==> src/rtl/microwave_timer_ctrl.sv <==
// microwave_timer_ctrl
// Sequencing controller for the microwave countdown timer: keypad entry into an
// M:SS register, load/clear/enable control of the external BCD timer chain,
// magnetron and beep outputs. All outputs are registered.
//
// Optional feature macro: QUICK_START_EN
//   defined   : start with an empty (0:00) entry loads 0:30 and cooks.
//   undefined : start with an empty entry is ignored.
//
// Handshake note: tick, key_valid, start and stop are single-cycle strobes
// sampled on the rising edge; there is no ready/backpressure. key_digit is
// only meaningful in the cycle key_valid is high.
module microwave_timer_ctrl #(
  parameter int BEEP_TICKS = 3
) (
  input  logic       clk,
  input  logic       clr,
  input  logic       tick,
  input  logic       key_valid,
  input  logic [3:0] key_digit,
  input  logic       start,
  input  logic       stop,
  input  logic       door_closed,
  input  logic       timer_zero,
  output logic [3:0] timer_data_min,
  output logic [3:0] timer_data_st,
  output logic [3:0] timer_data_so,
  output logic       timer_loadn,
  output logic       timer_clrn,
  output logic       timer_en,
  output logic       mag_on,
  output logic       beep,
  output logic [2:0] dbg_state_o
);

  typedef enum logic [2:0] {
    IDLE  = 3'd0,
    ENTRY = 3'd1,
    LOAD  = 3'd2,
    COOK  = 3'd3,
    PAUSE = 3'd4,
    DONE  = 3'd5
  } state_t;

  localparam int CW = $clog2(BEEP_TICKS + 1);
  localparam logic [CW-1:0] BEEP_LAST = CW'(BEEP_TICKS - 1);

  state_t        state_q;
  logic [3:0]    min_q, st_q, so_q;
  logic [3:0]    data_min_q, data_st_q, data_so_q;
  logic          loadn_q, clrn_q, en_q, mag_q, beep_q;
  logic [CW-1:0] beep_cnt_q;

  logic          entry_nz;
  logic          key_ok;
  logic          start_ok;
  logic [3:0]    load_min_d, load_st_d, load_so_d;

  // A digit shift is legal only for a BCD digit and when the digit moving into
  // the seconds-tens position stays within 0-5.
  assign entry_nz = (min_q != 4'd0) || (st_q != 4'd0) || (so_q != 4'd0);
  assign key_ok   = key_valid && (key_digit <= 4'd9) && (so_q <= 4'd5);

`ifdef QUICK_START_EN
  // Empty entry means a 30-second quick cook.
  assign start_ok   = start && door_closed;
  assign load_min_d = entry_nz ? min_q : 4'd0;
  assign load_st_d  = entry_nz ? st_q  : 4'd3;
  assign load_so_d  = entry_nz ? so_q  : 4'd0;
`else
  // Empty entry cannot start a cook.
  assign start_ok   = start && door_closed && entry_nz;
  assign load_min_d = min_q;
  assign load_st_d  = st_q;
  assign load_so_d  = so_q;
`endif

  // Controller FSM with registered outputs; strobe outputs default inactive.
  always_ff @(posedge clk or posedge clr) begin
    if (clr) begin
      state_q    <= IDLE;
      min_q      <= 4'd0;
      st_q       <= 4'd0;
      so_q       <= 4'd0;
      data_min_q <= 4'd0;
      data_st_q  <= 4'd0;
      data_so_q  <= 4'd0;
      loadn_q    <= 1'b1;
      clrn_q     <= 1'b1;
      en_q       <= 1'b0;
      mag_q      <= 1'b0;
      beep_q     <= 1'b0;
      beep_cnt_q <= '0;
    end else begin
      loadn_q <= 1'b1;
      clrn_q  <= 1'b1;
      en_q    <= 1'b0;
      case (state_q)
        IDLE, ENTRY: begin
          if (stop) begin
            // Cancel entry only; the chain is left alone.
            state_q <= IDLE;
            min_q   <= 4'd0;
            st_q    <= 4'd0;
            so_q    <= 4'd0;
          end else if (start_ok) begin
            state_q    <= LOAD;
            loadn_q    <= 1'b0;
            data_min_q <= load_min_d;
            data_st_q  <= load_st_d;
            data_so_q  <= load_so_d;
          end else if (key_ok) begin
            state_q <= ENTRY;
            min_q   <= st_q;
            st_q    <= so_q;
            so_q    <= key_digit;
          end
        end
        LOAD: begin
          if (stop) begin
            state_q <= IDLE;
            clrn_q  <= 1'b0;
            min_q   <= 4'd0;
            st_q    <= 4'd0;
            so_q    <= 4'd0;
          end else if (!door_closed) begin
            state_q <= PAUSE;
          end else begin
            state_q <= COOK;
            mag_q   <= 1'b1;
          end
        end
        COOK: begin
          if (stop || !door_closed) begin
            state_q <= PAUSE;
            mag_q   <= 1'b0;
          end else if (timer_zero) begin
            state_q    <= DONE;
            mag_q      <= 1'b0;
            beep_q     <= 1'b1;
            beep_cnt_q <= '0;
          end else begin
            en_q <= tick;
          end
        end
        PAUSE: begin
          if (stop) begin
            state_q <= IDLE;
            clrn_q  <= 1'b0;
            min_q   <= 4'd0;
            st_q    <= 4'd0;
            so_q    <= 4'd0;
          end else if (start && door_closed) begin
            state_q <= COOK;
            mag_q   <= 1'b1;
          end
        end
        DONE: begin
          if (stop || (tick && (beep_cnt_q == BEEP_LAST))) begin
            state_q <= IDLE;
            clrn_q  <= 1'b0;
            beep_q  <= 1'b0;
            min_q   <= 4'd0;
            st_q    <= 4'd0;
            so_q    <= 4'd0;
          end else if (tick) begin
            beep_cnt_q <= beep_cnt_q + 1'b1;
          end
        end
        default: begin
          state_q <= IDLE;
          mag_q   <= 1'b0;
          beep_q  <= 1'b0;
        end
      endcase
    end
  end

  assign timer_data_min = data_min_q;
  assign timer_data_st  = data_st_q;
  assign timer_data_so  = data_so_q;
  assign timer_loadn    = loadn_q;
  assign timer_clrn     = clrn_q;
  assign timer_en       = en_q;
  assign mag_on         = mag_q;
  assign beep           = beep_q;
  assign dbg_state_o    = state_q;

endmodule
==> config.mk <==
export PLATFORM = sky130hd
export DESIGN_NAME = microwave_timer_ctrl
export DESIGN_NICKNAME = d
export VERILOG_FILES = /design/src/rtl/microwave_timer_ctrl.sv
export SDC_FILE = /design/constraint.sdc
export NUM_CORES = 1
export LEC_CHECK = 0
export CORE_MARGIN = 8
export CORE_UTILIZATION = 55
export DETAILED_ROUTE_END_ITERATION = 10
export GPL_TIMING_DRIVEN = 0
export PLACE_DENSITY = 0.94
export SLEW_MARGIN = 15
export SYNTH_ARGS = -nofsm -noshare
export SYNTH_HDL_FRONTEND = slang
export SYNTH_SLANG_ARGS = --single-unit
export TNS_END_PERCENT = 10
==> constraint.sdc <==
create_clock -name clk -period 3.1 [get_ports clk]
set_input_delay 0.465 -clock clk [delete_from_list [all_inputs] [get_ports clk]]
set_output_delay 0.465 -clock clk [all_outputs]
set_load 0.02 [all_outputs]
After elaboration in Yosys (flattened, before gate mapping). Cells that the tools add are included.

Equality and inequality tests: 21. Reductions and logical operators: 26. $lt $le $gt $ge: 2. Multiplexer cells: 50. Add/subtract/negate cells: 1. Bitwise gates (word level): 3.

Operator list (count): $mux W4 (11); $pmux W4 S3 (3); $mux W3 (10); $ne A2 B2 Y1 const B (9); $mux W1 (17); $pmux W3 S5 (1); $ne A3 B3 Y1 const B (4); $reduce_bool A4 Y1 (3); $reduce_and A5 Y1 (2); $mux W2 (4); $reduce_and A4 Y1 (2); $eq A3 B2 Y1 const B (2); $eq A3 B3 Y1 const B (2); $reduce_and A6 Y1 (1); $logic_and A1 B1 Y1 (5); $le A4 B3 Y1 const B (1); $le A4 B4 Y1 const B (1); $logic_or A1 B1 Y1 (4); $ne A4 B4 Y1 const B (1); $pmux W1 S4 (1); $pmux W2 S2 (1); $reduce_or A2 Y1 (2); $reduce_or A4 Y1 (1); $eq A3 B1 Y1 const B (1); other kinds (12) (14).

Register bits after elaboration: 34. Word-level logic and storage cells: 116. Input bits: 12. Output and inout bits: 20.

Depth between registers and ports, before layout.
Word-level depth: 7. Mapped depth: 6. Mapped depth without buffers: 5.

Least setup slack after synthesis. Ideal clock, no wire load.

Kind: flip-flop to flip-flop. From: register state_q[2] (netlist: dbg_state_o[2]). To: register data_min_q[0] (netlist: timer_data_min[0]). Path buffers: 1. Period minus slack after synthesis: 1.954 ns. Cell stages (with the launch flop): 5. Path slack: 1.146 ns. Required time: 2.975 ns. Arrival time: 1.829 ns. Library setup time: 0.125 ns. Path through: dfrtp_1 > or3_1 > a311oi_4 > buf_4 > mux2_2.

Cells in the longest elaborated chain, start to end: 3. Elaborated cells between the ends (all ways): 4. Those cells by class: eq/ne: 1; reduce/logical: 3.

Ends and longest elaborated chain: from (decl) (line 48) `state_t state_q;`; from (signal assigned) (line 81) `state_q <= IDLE;`; from (signal assigned) (line 102) `state_q <= IDLE;`; from (signal assigned) (line 107) `state_q <= LOAD;`; $eq A3 B1 Y1 or $logic_not A3 Y1 (tied branches) (line 98) `case (state_q)`; $reduce_or A2 Y1 (*) (line 98); $reduce_and A3 Y1 (no line) (*); to (signal assigned) (line 109) `data_min_q <= load_min_d;`; to (decl) (line 50) `logic [3:0] data_min_q, data_st_q, data_so_q;`.

Every way passes the cells marked *; elsewhere a longest branch is shown, timed or not. A chain may end at the register's enable or synchronous reset.

Worst setup path after layout.
From: input port stop. To: register min_q[3] (netlist: load_min_d[3]).

Cells in the longest elaborated chain, start to end: 3. Elaborated cells between the ends (all ways): 8. Those cells by class: eq/ne: 4; mux: 2; reduce/logical: 2.

Ends and longest elaborated chain: from (decl) (line 22) `input logic stop,`; $logic_or A1 B1 Y1 (line 159) `if (stop || (tick && (beep_cnt_q == BEEP_LAST))) begin`; $ne A2 B2 Y1 (no line); $reduce_and A5 Y1 (no line); to (signal assigned) (line 114) `min_q <= st_q;`; to (decl) (line 49) `logic [3:0] min_q, st_q, so_q;`.

Parallel ways exist; a longest one is shown, timed or not.

==> results.ini <==
[status]
status = finished, final reports clean

[floorplan]
ios = 32
num_rows = 20
fp.dieArea_sq_um = 5170
start_util = 0.573
die_h_microns = 71.9
die_width_microns = 71.9
core_area_sq_um = 3000

[placed_design]
placed_area_sq_um = 2070
dp_hpwl_mm = 2.92
portBuffers = 31
place_congestion = 0.940

[global_route]
track_usage = 0.162
grt_pass1_vias = 1454
antenna_found_initial = 0
overflow = 0
grt_pass1_wl_mm = 6.55
grt_max_degree = 35

[critical_path]
critPathCaptureType = flip-flop
crit_buf_inv = 4
critPathSlowestCell = clkdlybuf4s50_1
r2r-start = dbg_state_o[1]
cp.arrival_ns = 2.52
start_kind = primary input
r2r_slack_ns = 1.00
critPathKind = primary input to flip-flop
cp.required_ns = 3.35
path_max_fanout = 10
path_cells = clkdlybuf4s50_1, clkbuf_1, inv_1, o31a_1, nor4b_4, buf_6, mux2i_1
critical_path.max_stage_delay_ns = 0.48
critPathLaunch = stop
crit_family = buffers and inverters

[detailed_routing]
via_per_inst = 5.99
drt_iter0_drc = 210
wl_per_cell_microns = 17.5
first_pass_iters = 5
ant_nets = 0
drt-total-wl_mm = 3.97
vias = 1354
drc = 0

[pwr]
p_seq_frac = 0.370
sw_frac_of_total = 0.405
clockPowerShare = 0.127
p_int_mw = 1.18
power_density_nw_per_um2 = 933
p_sw_uw = 806
comb_power_share = 0.503
peakVddDrop_mv = 0.530
p_leak_nw = 0.986

[hold_path]
hold_path.class = flip-flop to flip-flop
holdCritStartpoint = timer_data_min[2]

[layout]
mostFrequentLayoutCell = dfrtp_1
area_growth_pct = 23.9
layout.nets = 205
layout_common_cells = dfrtp_1, clkdlybuf4s50_1, inv_1, nand2_1, mux2_2
fillCellCount = 211
design_area_sq_um = 2130
layout-drive-gt1-share = 0.161
diodes = 0

[sta]
setup_tns_ns = 0
fin_crit_ns = 2.27
timing.slew.headroom = 0.544
drv_slew = 0
setup_viol = 0
rsz0062_at_grt = false
final_hold_viol_count = 0
fmax_mhz = 441
fin_crit_sh = 0.732
clock_skew_ns = 0.0134
tightest_slew_ns = 0.682

[clock_network]
htreeDepth = 2
insertion_delay_ns = 0.33
cts_buffer_depth = 2
postCtsHoldBufs = 0
post-cts-setup-buffers = 0
cts_root_buf = clkbuf_4
clkSinkCount = 34
cts_tree = yes
clk_pin_slew_ns = 0.10
cts_buffers = 5
cts_resized = 0

[yosys]
synth_cell_types = 40
synth_area_per_cell_sq_um = 11.2
async_reset_ff_frac = 1.00
synth.area.top_cells = dfrtp_1, mux2_2, mux2i_1
synth_nets = 167
synth_enable_flop_cells = 0
syn_inst = 154
ys_ff_latch = 34
synthDominantCellAreaShare = 0.466
ys.warnings.count = 0
synth_area_leader_cell = dfrtp_1
synth.cell_area_sq_um = 1720
synth.yosys.seq_area_share = 0.496
synth_flop_cell = dfrtp_1

[job]
drv_cap = 0

## worst paths after layout
| path | end | cells past startpoint |
|---|---|---|
| worst max-delay path | load_min_d[3] | 7 |
| worst max register to register | timer_data_st[2] | 4 |
| max in group asynchronous | dbg_state_o[0] | 2 |
| worst min-delay path | timer_data_min[2] | 1 |
| min in group asynchronous | beep_cnt_q[1] | 2 |
| worst min register to register | timer_data_min[2] | 1 |
## synth_stat cells, types with 3 or more instances
cell and count:
inv_1 19, nor2_1 7, dfrtp_1 32, o2bb2ai_1 3, nand2_1 14, clkbuf_1 5, nor4_4 3, o21ai_0 7
mux2_2 14, mux2i_1 11, a31oi_1 3
## cells by family (layout without fill, tap and decap cells)
family,Yosys count,in the layout,synth area share
simple gates,41,41,0.156
mux,25,25,0.156
compound gates,27,27,0.121
fa+ha+maj,1,1,0.00728
buf+inv,26,65,0.0633
flops,34,34,0.496
## worst register-to-register path, delay by kind of cell, from the launching register on
kind                   cells  cell delay, ns
flip-flops                 1            0.45
buffers and inverters      1            0.28
AO/OA/AOI/OAI              1            0.44
AND/OR/NAND/NOR            1            0.46
multiplexers               1            0.35
## final cells by class
cell class                      instances  area [sq um]  area share
Inverter                               19          71.3      0.0335
Clock inverter                          1          5.00     0.00235
Multi-Input combinational cell         94           757       0.355
Clock buffer                            7          55.1      0.0258
Tap cell                               33          41.3      0.0194
Sequential cell                        34           853       0.400
Buffer                                  7          37.5      0.0176
Timing Repair Buffer                   31           310       0.146
## layer usage
metal | up-vias | routed length, microns | track usage
li1 | 618 | - | -
met1 | 657 | 1530 | 0.164
met2 | 66 | 2040 | 0.277
met3 | 13 | 316 | 0.0675
met4 | 0 | 80 | 0.0862
met5 | - | 0 | 0
## state kept, by name, indices dropped and copies added, names as in the netlist
signal,count
load_min_d,4
load_so_d,4
load_st_d,4
timer_data_min,4
timer_data_so,4
timer_data_st,4
dbg_state_o,3
beep_cnt_q,2
beep,1
mag_on,1
timer_clrn,1
timer_en,1
timer_loadn,1
## power groups by stage
stage               Sequential, mW  Combinational (mW)  Clock [mW]
finish                       0.736                1.00       0.252
global route                 0.755                1.07       0.274
CTS                          0.735                1.00       0.259
detailed placement           0.743               0.997           0
global placement             0.728               0.955           0
floorplan                    0.825               0.570           0
## metrics by stage
stage          worst slack [ns]   util  cells  hold WS [ns]  total power, mW
2_1_floorplan              1.15      -    154         0.485             1.40
3_3_place_gp              0.624  0.690    218         0.490             1.68
3_5_place_dp              0.519  0.690    218         0.496             1.74
4_1_cts                   0.862  0.710    226         0.519             2.00
5_1_grt                   0.743  0.710    226         0.537             2.10
6_report                  0.831  0.710    226         0.515             1.99
Note: power is estimated with default switching activity, not from simulation.
